`src/rtl/cache_mem_serializer_pkg.sv`:
```
// Shared message formats and sizing for the 16B-to-4B memory serializer.
// The cache side speaks 16B line messages and the memory side speaks 4B word messages.
package cache_mem_serializer_pkg;

    localparam logic [2:0] MEM_TYPE_READ  = 3'd0;
    localparam logic [2:0] MEM_TYPE_WRITE = 3'd1;
    localparam logic [2:0] MEM_TYPE_INIT  = 3'd2;

    localparam int NBEATS     = 4;
    localparam int BEAT_IDX_W = 2;
    localparam int CNT_W      = 3;

    typedef struct packed {
        logic [2:0]   type_;
        logic [7:0]   opaque;
        logic [31:0]  addr;
        logic [3:0]   len;
        logic [127:0] data;
    } mem_req_16B_t;

    typedef struct packed {
        logic [2:0]   type_;
        logic [7:0]   opaque;
        logic [1:0]   test;
        logic [3:0]   len;
        logic [127:0] data;
    } mem_resp_16B_t;

    typedef struct packed {
        logic [2:0]  type_;
        logic [7:0]  opaque;
        logic [31:0] addr;
        logic [1:0]  len;
        logic [31:0] data;
    } mem_req_4B_t;

    typedef struct packed {
        logic [2:0]  type_;
        logic [7:0]  opaque;
        logic [1:0]  test;
        logic [1:0]  len;
        logic [31:0] data;
    } mem_resp_4B_t;

    // A zero length means a whole line; anything else fits in one word.
    function automatic logic [CNT_W-1:0] beatCount(input logic [3:0] len);
        return (len == 4'd0) ? CNT_W'(NBEATS) : CNT_W'(1);
    endfunction

endpackage

```
`src/rtl/cache_mem_serializer_assembler.sv`:
```
// Line assembly register: four 32b slots written independently by beat index,
// so memory may return beats in any order.
module cache_line_assembler
    import cache_mem_serializer_pkg::*;
(
    input  logic                  clk,
    input  logic                  reset,
    input  logic                  clear_i,
    input  logic                  wrEn_i,
    input  logic [BEAT_IDX_W-1:0] slot_i,
    input  logic [31:0]           word_i,
    output logic [127:0]          line_o
);

    logic [NBEATS-1:0][31:0] line_q, line_d;

    always_comb begin
        line_d = line_q;
        if (clear_i) begin
            line_d = '0;
        end else if (wrEn_i) begin
            line_d[slot_i] = word_i;
        end
    end

    always_ff @(posedge clk) begin
        if (!reset) begin
            line_q <= '0;
        end else begin
            line_q <= line_d;
        end
    end

    assign line_o = line_q;

endmodule

```
`src/rtl/cache_mem_serializer.sv`:
```
// Splits one 16B cache memory request into 4B beats and merges the beat
// responses back into a single 16B response; one transaction in flight.
module cache_mem_serializer
    import cache_mem_serializer_pkg::*;
(
    input  logic          clk,
    input  logic          reset,
    input  mem_req_16B_t  cache2mem_reqstream_msg,
    input  logic          cache2mem_reqstream_val,
    output logic          cache2mem_reqstream_rdy,
    output mem_resp_16B_t cache2mem_respstream_msg,
    output logic          cache2mem_respstream_val,
    input  logic          cache2mem_respstream_rdy,
    output mem_req_4B_t   mem_reqstream_msg,
    output logic          mem_reqstream_val,
    input  logic          mem_reqstream_rdy,
    input  mem_resp_4B_t  mem_respstream_msg,
    input  logic          mem_respstream_val,
    output logic          mem_respstream_rdy
);

    localparam logic [1:0] ST_IDLE = 2'd0;
    localparam logic [1:0] ST_XFER = 2'd1;
    localparam logic [1:0] ST_RESP = 2'd2;

    logic [1:0]            state_q, state_d;
    logic [CNT_W-1:0]      reqCnt_q, reqCnt_d;
    logic [CNT_W-1:0]      respCnt_q, respCnt_d;
    mem_req_16B_t          req_q, req_d;

    logic                  acceptFire, beatReqFire, beatRespFire, respFire;
    logic                  fullLine;
    logic [CNT_W-1:0]      nbeats;
    logic [BEAT_IDX_W-1:0] beatIdx;
    logic [127:0]          line;
    mem_req_4B_t           beat;
    logic                  unusedRespBits;

    assign fullLine     = (req_q.len == 4'd0);
    assign nbeats       = beatCount(req_q.len);
    assign beatIdx      = reqCnt_q[BEAT_IDX_W-1:0];

    assign cache2mem_reqstream_rdy  = (state_q == ST_IDLE);
    assign cache2mem_respstream_val = (state_q == ST_RESP);
    assign mem_reqstream_val        = (state_q == ST_XFER) && (reqCnt_q < nbeats);
    assign mem_respstream_rdy       = (state_q != ST_RESP);

    assign acceptFire   = cache2mem_reqstream_val && cache2mem_reqstream_rdy;
    assign beatReqFire  = mem_reqstream_val && mem_reqstream_rdy;
    assign beatRespFire = mem_respstream_val && mem_respstream_rdy;
    assign respFire     = cache2mem_respstream_val && cache2mem_respstream_rdy;

    // Only opaque[1:0] and data of a beat response carry meaning here.
    assign unusedRespBits = ^{mem_respstream_msg.type_, mem_respstream_msg.opaque[7:2],
                              mem_respstream_msg.test, mem_respstream_msg.len};

    always_comb begin
        beat = '0;
        if (fullLine) begin
            beat.type_  = req_q.type_;
            beat.opaque = {6'b0, beatIdx};
            beat.addr   = {req_q.addr[31:4], beatIdx, 2'b00};
            beat.len    = 2'd0;
            beat.data   = req_q.data[{beatIdx, 5'b0} +: 32];
        end else begin
            beat.type_  = req_q.type_;
            beat.addr   = req_q.addr;
            beat.len    = req_q.len[1:0];
            beat.data   = req_q.data[31:0];
        end
    end

    assign mem_reqstream_msg = mem_reqstream_val ? beat : '0;

    always_comb begin
        cache2mem_respstream_msg = '0;
        if (state_q == ST_RESP) begin
            cache2mem_respstream_msg.type_  = req_q.type_;
            cache2mem_respstream_msg.opaque = req_q.opaque;
            cache2mem_respstream_msg.len    = req_q.len;
            cache2mem_respstream_msg.data   = (req_q.type_ == MEM_TYPE_READ) ? line : 128'd0;
        end
    end

    cache_line_assembler assembler (
        .clk     (clk),
        .reset   (reset),
        .clear_i (respFire),
        .wrEn_i  ((state_q == ST_XFER) && beatRespFire),
        .slot_i  (mem_respstream_msg.opaque[BEAT_IDX_W-1:0]),
        .word_i  (mem_respstream_msg.data),
        .line_o  (line)
    );

    // Issue and collect counters advance independently; the last collected beat ends XFER.
    always_comb begin
        state_d   = state_q;
        reqCnt_d  = reqCnt_q;
        respCnt_d = respCnt_q;
        req_d     = req_q;
        case (state_q)
            ST_IDLE: begin
                if (acceptFire) begin
                    req_d     = cache2mem_reqstream_msg;
                    reqCnt_d  = '0;
                    respCnt_d = '0;
                    state_d   = ST_XFER;
                end
            end
            ST_XFER: begin
                if (beatReqFire) begin
                    reqCnt_d = reqCnt_q + CNT_W'(1);
                end
                if (beatRespFire) begin
                    respCnt_d = respCnt_q + CNT_W'(1);
                    if (respCnt_q + CNT_W'(1) == nbeats) begin
                        state_d = ST_RESP;
                    end
                end
            end
            ST_RESP: begin
                if (respFire) begin
                    reqCnt_d  = '0;
                    respCnt_d = '0;
                    state_d   = ST_IDLE;
                end
            end
            default: state_d = ST_IDLE;
        endcase
    end

    always_ff @(posedge clk) begin
        if (!reset) begin
            state_q   <= ST_IDLE;
            reqCnt_q  <= '0;
            respCnt_q <= '0;
            req_q     <= '0;
        end else begin
            state_q   <= state_d;
            reqCnt_q  <= reqCnt_d;
            respCnt_q <= respCnt_d;
            req_q     <= req_d;
        end
    end

endmodule

```
`config.mk`:
```
export PLATFORM = sky130hd
export DESIGN_NAME = cache_mem_serializer
export DESIGN_NICKNAME = d
export VERILOG_FILES = /design/src/rtl/cache_mem_serializer_pkg.sv /design/src/rtl/cache_mem_serializer_assembler.sv /design/src/rtl/cache_mem_serializer.sv
export SDC_FILE = /design/constraint.sdc
export NUM_CORES = 1
export LEC_CHECK = 0
export BUFFER_PORTS_ARGS = -buffer_cell sky130_fd_sc_hd__buf_4
export CAP_MARGIN = 20
export CELL_PAD_IN_SITES_DETAIL_PLACEMENT = 0
export CELL_PAD_IN_SITES_GLOBAL_PLACEMENT = 1
export CORE_UTILIZATION = 35
export DETAILED_ROUTE_END_ITERATION = 6
export GPL_TIMING_DRIVEN = 0
export HOLD_SLACK_MARGIN = 0.03
export PLACE_DENSITY = 0.78
export SYNTH_ARGS = -nofsm -noshare
export SYNTH_HDL_FRONTEND = slang
export SYNTH_SLANG_ARGS = --single-unit
```
`constraint.sdc`:
```
create_clock -name clk -period 3 [get_ports clk]
set_clock_uncertainty 0.15 [all_clocks]
set_input_delay 0.15 -clock clk [delete_from_list [all_inputs] [get_ports clk]]
set_output_delay 0.15 -clock clk [all_outputs]
set_load 0.02 [all_outputs]
```
# Word level (Yosys, flattened, before mapping)
# Cells that the tools add are included.
[word_totals] inputBits=228 output_inout_bits=226 ff_bits=311 word_cells=65
[classes] n_reduce_logical=16 shifts=1 n_lt_le_gt_ge=3 n_eq_ne=9 mux=21 n_addsub=2 bitwise_logic=1
[ops] cell="132-bit 2-to-1 mux" n=1
[ops] cell="128-bit bitwise mux" n=1
[ops] cell="128-bit 2-to-1 mux" n=1
[ops] cell="128-bit by 8-bit indexed part select with 32-bit output" n=1
[ops] cell="77-bit 2-to-1 mux" n=1
[ops] cell="32-bit demux with 2-bit select" n=1
[ops] cell="38-bit 2-to-1 mux" n=1
[ops] cell="32-bit 2-to-1 mux" n=1
[ops] cell="3-bit one-hot mux with 3 select lines" n=2
[ops] cell="3-bit 2-to-1 mux" n=5
[ops] cell="4-bit AND reduction" n=3
[ops] cell="11-bit 2-to-1 mux" n=1
[ops] cell="2-bit 2-to-1 mux" n=5
[ops] cell="1-bit logical AND" n=7
[ops] cell="3-bit by 1-bit adder with 3-bit output, second input constant" n=2
[ops] cell="2-bit by 1-bit != test with 1-bit output, second input constant" n=3
[ops] cell="2-bit != test, second input constant" n=3
[ops] cell="2-bit one-hot mux with 3 select lines" n=1
[ops] cell="4-bit zero test" n=1
[ops] cell="3-bit == test" n=1
[ops] cell="3-bit zero test" n=1
[ops] cell="2-bit by 3-bit less-than comparator with 1-bit output, second input constant" n=1
[ops] cell="3-bit less-than comparator" n=1
[ops] cell="3-bit nonzero test" n=1
[ops] cell="7 further kinds" n=7

# Longest topological paths before layout
# Gate-level depths: netlist of run 1.
[logic_depth] word_depth=7 ltp_mapped=9 depth_no_buf=8

# Modules after synthesis
# Synthesis of run 1 repeated with hierarchy kept, for this count alone.
[hier_totals] hier_cells=1664 area_unflattened_um2=14317.5
[modules_own_cells] mod="cache_mem_serializer" n_inst=1 area_each_um2=9008.6 seq_area_each_um2=3663.5 cells_each=1192
[modules_own_cells] mod="cache_line_assembler" n_inst=1 area_each_um2=5308.8 seq_area_each_um2=2562.5 cells_each=472

# Least setup slack after synthesis of run 1
# OpenSTA, ideal clock, no wires.
[synth_path] path_type="flip-flop to output port" from="register req_q[128] (netlist bit)" to="output port mem_reqstream_msg[14] (netlist bit)" path_stages_with_launch=10 t_required_ns=2.700 path_buffers=3 arrival_ns=2.415 slack_ns=0.285 path_cell_list="dfxtp_1 > nor4_1 > buf_2 > inv_1 > ha_1 > or3b_1 > a211o_1 > buf_6 > buf_6 > nor2_1"
[synth_rtl] element="from (decl)" line="cache_mem_serializer.sv:29" rtl="mem_req_16B_t req_q, req_d;"
[synth_rtl] element="from (signal assigned)" line="cache_mem_serializer.sv:142" rtl="req_q <= req_d;"
[synth_rtl] element="to (decl)" line="cache_mem_serializer.sv:14" rtl="output mem_req_4B_t mem_reqstream_msg,"

==> flow_metrics.py, run 1 <==
metrics = {
    "clocking": {
        "clockRootBuffer": "clkbuf_16",
        "htree_levels": 2,
        "cts_made_buffers": 37,
        "clk_latency_ns": 0.52,
        "clockBufferDepth": 3,
        "clock-sinks": 311,
        "clk_pin_slew_ns": 0.06,
        "cts_tree": "built",
    },
    "critical_path": {
        "critPathLaunchType": "register",
        "cpMaxStageDelayCell": "or3b_4",
        "r2r_start": "req_q[129]",
        "cp_data_arrival_time_ns": 2.82,
        "worstSetupEndpointType": "output port",
        "cpLargestDelayFamily": "simple AND/OR/NAND/NOR gates",
        "path_cells": "nor4_4 > buf_6 > inv_4 > ha_4 > or3b_4 > a211o_4 > buf_4 > clkbuf_16 > nor2_4 > buf_6",
        "rr_worst_depth": 10,
        "cp_num_buf_inv": 5,
        "crit_path_frequent_cell": "buf_6",
        "critical_path_class": "register to output port",
        "crit_start": "req_q[129]",
        "critPathMaxStageDelay_ns": 0.37,
        "r2r_end": "reqCnt_q[2]",
        "r2r_setup_slack_ns": 0.48,
        "required_ns": 2.70,
        "worstPathMaxFanout": 5,
    },
    "cells_and_area": {
        "area_growth_pct": 60.00,
        "final_cells": 3021,
        "finalNetCount": 2706,
        "drive_gt1_frac": 0.2750,
        "stdcell_area_um2": 22070,
    },
    "logic_synthesis": {
        "synth_area_leaders": "dfxtp_1 (45%), nand2_1 (17%), a21boi_0 (9.0%)",
        "syn_area_um2": 13800,
        "synth-edff-count": 0,
        "yosysTopAreaCellShare": 0.4513,
        "synth_cell_types": 43,
        "synth_commonest_cells": "nand2_1 (614), dfxtp_1 (311), and2_1 (179), a21boi_0 (166), a21oi_1 (132)",
        "postSynthAreaPerCell_um2": 7.857,
        "ys_seq_area_frac": 0.4513,
        "synth_top_area_cell": "dfxtp_1",
        "synthFlopType": "dfxtp_1",
        "synth_most_common_cell": "nand2_1",
        "synthArstFlopShare": 0,
        "ys_warn_count": 0,
        "ys_ff_latch": 311,
        "synthCells": 1756,
    },
    "place": {
        "io_buffers": 432,
        "dp_cells": 2713,
        "hpwlAfterDp_um": 38980,
        "place_ws_ns": -0.4720,
        "postPlaceCellArea_um2": 17710,
        "gp_congestion": 0.8647,
    },
    "die": {
        "die_w_um": 200.5,
        "io_pins": 454,
        "coreArea_um2": 38740,
        "dieArea_um2": 40220,
        "start_util": 0.3562,
        "die-height_um": 200.5,
        "fp-row-count": 72,
    },
    "sta": {
        "clock.fmax_mhz": 321.0,
        "relSlewSlack": 0.5428,
        "finalMaxSlewViolations": 0,
        "period_minus_slack_ns": 3.115,
        "finalCritPeriodShare": 1.038,
        "setup_viol": 65,
        "layout_setup_ws_ns": -0.1153,
        "worst_pin_slew_ns": 0.6858,
        "hold_viol": 0,
        "rsz0062_at_grt": "yes",
    },
    "min_path": {
        "hold_path_class": "input port to register",
        "hold_depth": 3,
        "whs_endpoint": "req_q[101]",
        "hold_start": "reset",
    },
    "power": {
        "power_frac_seq": 0.410,
        "switchingPower_mw": 2.959,
        "powerDensity_nw_per_um2": 489.8,
        "internal_power_mw": 7.852,
        "switching_share": 0.2737,
        "fin_total_pwr_mw": 10.81,
        "p_clk_frac": 0.400,
        "p_comb_frac": 0.190,
        "peakVddDrop_mv": 0.3646,
        "leakage_nw": 9.127,
    },
    "route": {
        "drc": 0,
        "drtAntennaViolNets": 0,
        "met2_length_um": 26100,
        "top_layer": "met4",
        "routedWlPerCell_um": 17.78,
        "wl_met1_um": 22100,
        "first_iter_violations": 597,
        "wl_met3_um": 3529,
        "dr.pass1.iters": 5,
        "vias": 14557,
        "vias_per_cell": 4.819,
        "wl_um": 53720,
    },
    "flow_run": {
        "cap_viol_max_count": 0,
    },
    "grt": {
        "grt_max_degree": 12,
        "grt_pass1_wl_um": 81790,
        "overflow": 0,
        "antenna_found_initial": 4,
        "grt_use_total": 0.2581,
        "grt_pass1_vias": 14686,
    },
    "outcome": {
        "violations": "negative setup slack",
        "outcome": "complete, but fails checks",
    },
}
[worst max-delay path by stage]
stage	endpoint	slack [ns]	cells past startpoint
2_1_floorplan	mem_reqstream_msg[14]	0.28	9
3_3_place_gp	mem_reqstream_msg[9]	-0.49	9
3_5_place_dp	mem_reqstream_msg[9]	-0.47	9
4_1_cts	mem_reqstream_msg[67]	-0.17	10
5_1_grt	mem_reqstream_msg[74]	-0.20	11
6_report	mem_reqstream_msg[9]	-0.12	10
[cell families (layout without fill, tap and decap cells)]
kind of cell             count (synthesis)  in the layout  share of synthesized area
multiplexers                            35             35                    0.02829
AO/OA/AOI/OAI                          387            387                     0.1887
AND/OR/NAND/NOR                        860            860                     0.2741
adder cells (fa/ha/maj)                  3              3                   0.002721
XOR/XNOR                                 1              1                  0.0006349
flip-flops                             311            311                     0.4513
other                                    1             13                  0.0002718
buffers and inverters                  158            893                    0.05405
[repair_timing]
item	in CTS	in global routing
hold buffers	216	0
resized for setup	174	62
pin swaps	27	6
endpoints found under the setup margin	196	175
gates cloned	4	4
buffers inserted	7	10
endpoints found under the hold margin	308	0
[sequential cells by signal, indices dropped and copies added (netlist names)]
| register | count |
|---|---|
| req_q | 172 |
| assembler.line_o | 128 |
| state_q | 2 |
| reqCnt_q | 3 |
| beat | 3 |
| respCnt_q | 3 |
[cell type report]
class	instances	area, µm²
buffer	152	815.8
sequential	311	6231
clock buffer	59	1101
timing repair buffer	672	5927
multi-input combinational	1294	7247
tap	518	648.1
timing repair inverter	1	11.26
clock inverter	3	43.79
inverter	6	37.54
antenna	5	12.51
fill	3559	16660
[metrics by stage]
step                      hold slack [ns]  setup TNS (ns)  utilization
final                              0.1363          -5.740       0.5699
after global routing               0.1385          -10.88       0.5698
after CTS                          0.1189          -6.783       0.5611
after detailed placement           0.2389          -22.32       0.4573
after global placement             0.2299          -22.65       0.4573
after floorplan                    0.1083               0            -
[per-layer routing]
| layer | GRT usage | vias up |
|---|---|---|
| li1 | - | 7146 |
| met1 | 0.3103 | 6748 |
| met2 | 0.4497 | 545 |
| met3 | 0.05081 | 118 |
| met4 | 0.1047 | 0 |
| met5 | 0 | - |
[cells in the final DEF (no fill, tap or decap), types with 4 or more instances in the layout]
| cell | n |
|---|---|
| nor2b_1 | 4 |
| and2_4 | 30 |
| inv_1 | 4 |
| dlygate4sd3_1 | 216 |
| a21oi_1 | 130 |
| diode_2 | 5 |
| and3_1 | 4 |
| buf_6 | 76 |
| a22o_1 | 32 |
| a21boi_0 | 166 |
| nand2_1 | 614 |
| nand3_1 | 5 |
| clkbuf_16 | 42 |
| conb_1 | 8 |
| buf_4 | 402 |
| a21boi_1 | 9 |
| o21ai_0 | 4 |
| buf_2 | 28 |
| clkbuf_2 | 13 |
| clkbuf_1 | 94 |
| dfxtp_1 | 309 |
| and2_1 | 149 |
| mux2_2 | 32 |
| buf_12 | 4 |
| nor2_4 | 33 |
| o211ai_1 | 4 |
| a22oi_1 | 32 |
| clkbuf_8 | 5 |
[tightest hold or removal path, stage by stage]
cell and delay (ns):
buf_4 0.13, clkbuf_1 0.26, a21boi_1 0.21
[power by group through the flow]
| stage | clock (mW) | sequential (mW) | combinational (mW) |
|---|---|---|---|
| detailed placement | 0 | 4.52 | 1.49 |
| global route | 4.58 | 4.45 | 2.20 |
| CTS | 4.41 | 4.43 | 1.92 |
| floorplan | 0 | 4.48 | 0.826 |
| global placement | 0 | 4.51 | 1.48 |
| finish | 4.33 | 4.43 | 2.05 |
(Power assumes the default switching activity.)
==> run 2: changes to the inputs <==
==> constraint.sdc (replaced) <==
create_clock -name clk -period 3 [get_ports clk]
set_clock_uncertainty 0.15 [all_clocks]
set_input_delay 0.15 -clock clk [delete_from_list [all_inputs] [get_ports clk]]
set_output_delay 0.15 -clock clk [all_outputs]
set_load 0.005 [all_outputs]
==> run 2 against run 1 <==
The run still ends with negative setup slack left. Worst setup slack got worse by 0.0070 ns. Sequential cell count unchanged. Worst hold slack got worse by 0.0029 ns. Fmax fell by 0.22%. Power fell by 1.0%. Global-route usage shrank 0.18 points. Design area is 0.93% lower. Largest cell class unchanged. Largest power group unchanged.
==> flow_metrics.py, run 2 (synthesized netlist as in run 1, its figures left out) <==
metrics = {
    "die": {
        "dieArea_um2": 40220,
        "start_util": 0.3562,
        "die_w_um": 200.5,
        "io_pins": 454,
        "fp-row-count": 72,
        "die-height_um": 200.5,
        "coreArea_um2": 38740,
    },
    "grt": {
        "antenna_found_initial": 4,
        "grt_pass1_wl_um": 81180,
        "grt_pass1_vias": 14606,
        "grt_use_total": 0.2564,
        "grt_max_degree": 12,
        "overflow": 0,
    },
    "route": {
        "first_iter_violations": 617,
        "dr.pass1.iters": 5,
        "wl_um": 53350,
        "drtAntennaViolNets": 0,
        "drc": 0,
        "vias": 14472,
        "routedWlPerCell_um": 17.68,
        "vias_per_cell": 4.797,
    },
    "power": {
        "switchingPower_mw": 2.870,
        "powerDensity_nw_per_um2": 489.2,
        "leakage_nw": 9.084,
        "internal_power_mw": 7.829,
        "p_clk_frac": 0.404,
        "peakVddDrop_mv": 0.3608,
        "p_comb_frac": 0.182,
        "power_frac_seq": 0.414,
        "switching_share": 0.2683,
        "fin_total_pwr_mw": 10.70,
    },
    "cells_and_area": {
        "finalNetCount": 2703,
        "largest_reg_flops": 172,
        "final_common_cell": "nand2_1",
        "regMostFlops": "req_q",
        "area_growth_pct": 58.51,
        "final_cell_mix": "nand2_1 (614), buf_4 (429), dfxtp_1 (309), dlygate4sd3_1 (216), a21boi_0 (166)",
        "final_util": 0.5646,
        "drive_gt1_frac": 0.2709,
    },
    "sta": {
        "layout_setup_ws_ns": -0.1224,
        "rsz0062_at_grt": "yes",
        "relSlewSlack": 0.5599,
        "hold_ws_ns": 0.1334,
        "hold_viol": 0,
        "finalMaxSlewViolations": 0,
        "clock.fmax_mhz": 320.3,
        "worst_pin_slew_ns": 0.6601,
        "finalCritPeriodShare": 1.041,
        "period_minus_slack_ns": 3.122,
        "setup_viol": 65,
    },
    "clocking": {
        "htree_levels": 2,
        "clk_latency_ns": 0.51,
        "clockBufferDepth": 3,
        "clk_pin_slew_ns": 0.06,
        "clockRootBuffer": "clkbuf_16",
        "cts_tree": "built",
        "clock-sinks": 311,
        "cts_made_buffers": 37,
    },
    "min_path": {
        "hold_path_class": "input port to register",
        "hold_start": "reset",
    },
    "critical_path": {
        "worstPathMaxFanout": 6,
        "cp.depth": 11,
        "critPathMaxStageDelay_ns": 0.37,
        "cp_data_arrival_time_ns": 2.82,
        "crit_start": "req_q[129]",
        "critPathLaunchType": "register",
        "required_ns": 2.70,
        "critical_path_class": "register to output port",
        "cp_num_buf_inv": 6,
        "setup.worst_path.end": "mem_reqstream_msg[64]",
        "r2r_start": "req_q[129]",
        "cpMaxStageDelayCell": "or3b_4",
        "r2r_end": "reqCnt_q[0]",
        "rr_worst_depth": 11,
        "path_cells": "nor4_4 > buf_6 > inv_4 > ha_4 > or3b_4 > a211o_4 > buf_4 > inv_6 > buf_6 > and2_1 > buf_4",
        "worstSetupEndpointType": "output port",
        "r2r_setup_slack_ns": 0.48,
        "cpLargestDelayFamily": "simple AND/OR/NAND/NOR gates",
    },
    "flow_run": {
        "cap_viol_max_count": 0,
    },
    "place": {
        "hpwlAfterDp_um": 38980,
        "gp_congestion": 0.8647,
        "io_buffers": 432,
    },
    "outcome": {
        "violations": "negative setup slack",
        "outcome": "complete, but fails checks",
    },
}
-- run 2: repair_timing --
action                                  CTS  global route
hold buffers                            216             0
buffers inserted                          7             8
cloned                                    4             3
endpoints found under the hold margin   308             0
pin swaps                                22            15
gates resized for setup                 108            82
endpoints found under the setup margin  191           153
-- run 2: routing by layer --
metal  global-route usage  up-vias  part of all wire
li1                     -     7138                 -
met1               0.3091     6694              0.42
met2               0.4462      527              0.49
met3              0.04935      113             0.061
met4               0.1041        0             0.036
met5                    0        -                 0
-- run 2: worst min-delay path by stage --
stage,slack [ns],end,depth (start not counted)
final,0.13,req_q[102],3
after global routing,0.14,req_q[101],3
after CTS,0.12,req_q[102],3
after detailed placement,0.24,state_q[0],2
after global placement,0.23,state_q[0],2
after floorplan,0.11,state_q[0],1
-- run 2: layout make-up --
cell class / instances / area, µm²
well taps: 518 / 648.1
repair inverters: 1 / 8.758
plain buffers: 152 / 813.3
fillers: 3609 / 16870
diodes: 4 / 10.01
clock inverters: 3 / 43.79
repair buffers: 669 / 5801
clock buffers: 59 / 1101
flip-flops and latches: 311 / 6231
inverters: 6 / 37.54
multi-input cells: 1294 / 7176
-- run 2: power by group through the flow --
| stage | sequential [mW] | clock, mW | combinational [mW] |
|---|---|---|---|
| after floorplan | 4.48 | 0 | 0.769 |
| after global placement | 4.51 | 0 | 1.42 |
| after detailed placement | 4.52 | 0 | 1.43 |
| after CTS | 4.43 | 4.41 | 1.82 |
| after global routing | 4.45 | 4.58 | 2.09 |
| final | 4.43 | 4.32 | 1.95 |
-- run 2: tightest hold or removal path: stages --
cell and delay [ns]:
buf_4 0.13, clkbuf_1 0.26, a21boi_1 0.21
-- run 2: metrics by stage --
stage	TNS [ns]	cell area [µm²]	worst slack, ns	cells
after floorplan	0	13820	0.4653	1763
after global placement	-20.49	17710	-0.4546	2713
after detailed placement	-20.17	17710	-0.4392	2713
after CTS	-4.901	21500	-0.1329	3002
after global routing	-9.368	21870	-0.2105	3017
final	-4.284	21870	-0.1224	3017
==> run 3: changes to the inputs <==
--- a/config.mk
+++ b/config.mk
@@ -10,10 +10,13 @@
 export CELL_PAD_IN_SITES_DETAIL_PLACEMENT = 0
 export CELL_PAD_IN_SITES_GLOBAL_PLACEMENT = 1
 export CORE_UTILIZATION = 35
+export CTS_CLUSTER_SIZE = 12
 export DETAILED_ROUTE_END_ITERATION = 6
 export GPL_TIMING_DRIVEN = 0
 export HOLD_SLACK_MARGIN = 0.03
 export PLACE_DENSITY = 0.78
+export RECOVER_POWER = 25
+export SETUP_SLACK_MARGIN = 0.3
 export SYNTH_ARGS = -nofsm -noshare
 export SYNTH_HDL_FRONTEND = slang
 export SYNTH_SLANG_ARGS = --single-unit
==> run 3 against run 2 <==
The run still ends with negative setup slack left. Sequential power hardly changed. Die area stayed put. Power up 1.3%. Clock power grew 4%. Global-route usage is 0.10 points higher. Sequential cell count stayed put. Non-clock buffer count grew 1. Critical path type unchanged. Largest cell class unchanged. Highest routed layer unchanged.
==> flow_metrics.py, run 3 (synthesized netlist as in run 1, its figures left out) <==
metrics = {
    "route": {
        "routedWlPerCell_um": 17.56,
        "wl_um": 53030,
        "wl_met3_um": 3127,
        "top_layer": "met4",
        "met2_length_um": 25930,
        "wl_met1_um": 22160,
        "drtAntennaViolNets": 0,
        "drc": 0,
        "dr.pass1.iters": 5,
        "vias": 14455,
        "vias_per_cell": 4.785,
        "first_iter_violations": 581,
    },
    "power": {
        "p_comb_frac": 0.176,
        "p_clk_frac": 0.415,
        "switchingPower_mw": 2.890,
        "leakage_nw": 9.034,
        "peakVddDrop_mv": 0.3684,
        "power_frac_seq": 0.409,
        "internal_power_mw": 7.943,
        "switching_share": 0.2668,
        "powerDensity_nw_per_um2": 495.5,
    },
    "die": {
        "io_pins": 454,
        "fp-row-count": 72,
        "die_w_um": 200.5,
        "dieArea_um2": 40220,
        "start_util": 0.3562,
        "die-height_um": 200.5,
        "coreArea_um2": 38740,
    },
    "grt": {
        "grt_pass1_wl_um": 81500,
        "grt_max_degree": 13,
        "grt_pass1_vias": 14593,
        "antenna_found_initial": 4,
        "grt_use_total": 0.2574,
        "overflow": 0,
    },
    "clocking": {
        "clockBufferDepth": 3,
        "clk_latency_ns": 0.51,
        "cts_made_buffers": 37,
        "htree_levels": 2,
        "cts_tree": "built",
        "clk_pin_slew_ns": 0.06,
        "clock-sinks": 311,
        "clockRootBuffer": "clkbuf_16",
    },
    "sta": {
        "hold_viol": 0,
        "worst_pin_slew_ns": 0.7013,
        "period_minus_slack_ns": 3.110,
        "relSlewSlack": 0.5325,
        "clock.fmax_mhz": 321.6,
        "hold_ws_ns": 0.1258,
        "setup_viol": 60,
        "rsz0062_at_grt": "yes",
        "layout_setup_ws_ns": -0.1095,
        "finalCritPeriodShare": 1.037,
        "finalMaxSlewViolations": 0,
    },
    "critical_path": {
        "cpLargestDelayFamily": "simple AND/OR/NAND/NOR gates",
        "cpMaxStageDelayCell": "or3b_4",
        "required_ns": 2.70,
        "cp_data_arrival_time_ns": 2.81,
        "cp_num_buf_inv": 5,
        "critPathMaxStageDelay_ns": 0.39,
        "path_cells": "nor4_4 > buf_6 > inv_6 > ha_4 > or3b_4 > a211o_4 > buf_12 > buf_12 > nor2_4 > buf_6",
        "critical_path_class": "register to output port",
        "worstPathMaxFanout": 7,
        "critPathLaunchType": "register",
        "worstSetupEndpointType": "output port",
        "r2r_setup_slack_ns": 0.18,
    },
    "cells_and_area": {
        "largest_reg_flops": 172,
        "finalNetCount": 2703,
        "final_cell_mix": "nand2_1 (614), buf_4 (429), dfxtp_1 (309), dlygate4sd3_1 (216), a21boi_0 (172)",
        "fillers": 3610,
        "area_growth_pct": 58.47,
        "final_cells": 3021,
        "final_common_cell": "nand2_1",
        "drive_gt1_frac": 0.2646,
        "regMostFlops": "req_q",
        "final_util": 0.5644,
    },
    "outcome": {
        "outcome": "complete, but fails checks",
        "violations": "negative setup slack",
    },
    "place": {
        "io_buffers": 432,
        "gp_congestion": 0.8647,
        "hpwlAfterDp_um": 38980,
        "dp_cells": 2713,
        "place_ws_ns": -0.4392,
    },
    "min_path": {
        "hold_path_class": "input port to register",
    },
    "flow_run": {
        "cap_viol_max_count": 0,
    },
}
-- run 3: changes by cell type in the layout (fill, tap and decap cells not counted), sizes merged --
| cell | delta |
|---|---|
| clkinv | +1 |
| bufinv | +1 |
| diode | +1 |
| clkbuf | +2 |
| bufbuf | -1 |
| inv | +1 |
| buf | -1 |
-- run 3: worst paths after layout --
check	start	endpoint	cells past startpoint
worst max-delay path	req_q[129]	mem_reqstream_msg[67]	10
worst min-delay path	reset	req_q[100]	3
worst max register to register	req_q[129]	reqCnt_q[2]	12
worst min register to register	assembler.line_o[110]	assembler.line_o[110]	2
-- run 3: worst min-delay path, stage by stage --
cell and delay [ns]:
buf_4 0.13, clkbuf_1 0.26, a21boi_0 0.20
-- run 3: area by class of cell --
type / instances / area (µm²) / share of cell area
multi-input combinational: 1294 / 7146 / 0.3268
sequential: 311 / 6231 / 0.2850
timing repair buffer: 670 / 5772 / 0.2640
clock buffer: 58 / 1117 / 0.05110
buffer: 152 / 809.5 / 0.03703
tap: 518 / 648.1 / 0.02964
clock inverter: 7 / 92.59 / 0.004235
inverter: 6 / 35.03 / 0.001602
antenna: 5 / 12.51 / 0.0005723
-- run 3: what timing repair did --
| action | CTS | global route |
|---|---|---|
| pin swaps | 37 | 8 |
| gates cloned | 5 | 0 |
| hold endpoints to repair | 308 | 0 |
| setup buffers | 10 | 7 |
| hold buffers | 216 | 0 |
| gates resized for setup | 154 | 43 |
| endpoints found under the setup margin | 212 | 193 |
-- run 3: stage by stage --
stage,cell area [µm²],TNS [ns],power [mW]
global route,21860,-8.999,11.26
CTS,21740,-6.516,10.88
detailed placement,17710,-20.17,5.949
global placement,17710,-20.49,5.927
finish,21860,-2.862,10.83
floorplan,13820,0,5.251
-- run 3: power groups by stage --
stage / registers [mW] / clock network, mW / logic, mW
after global routing: 4.45 / 4.75 / 2.06
after global placement: 4.51 / 0 / 1.42
final: 4.43 / 4.49 / 1.91
after floorplan: 4.48 / 0 / 0.769
after CTS: 4.43 / 4.58 / 1.87
after detailed placement: 4.52 / 0 / 1.43
-- run 3: layer usage --
layer	up-vias	global-route usage
met5	-	0
met4	0	0.09460
met3	105	0.04724
met2	491	0.4532
met1	6708	0.3111
li1	7151	-
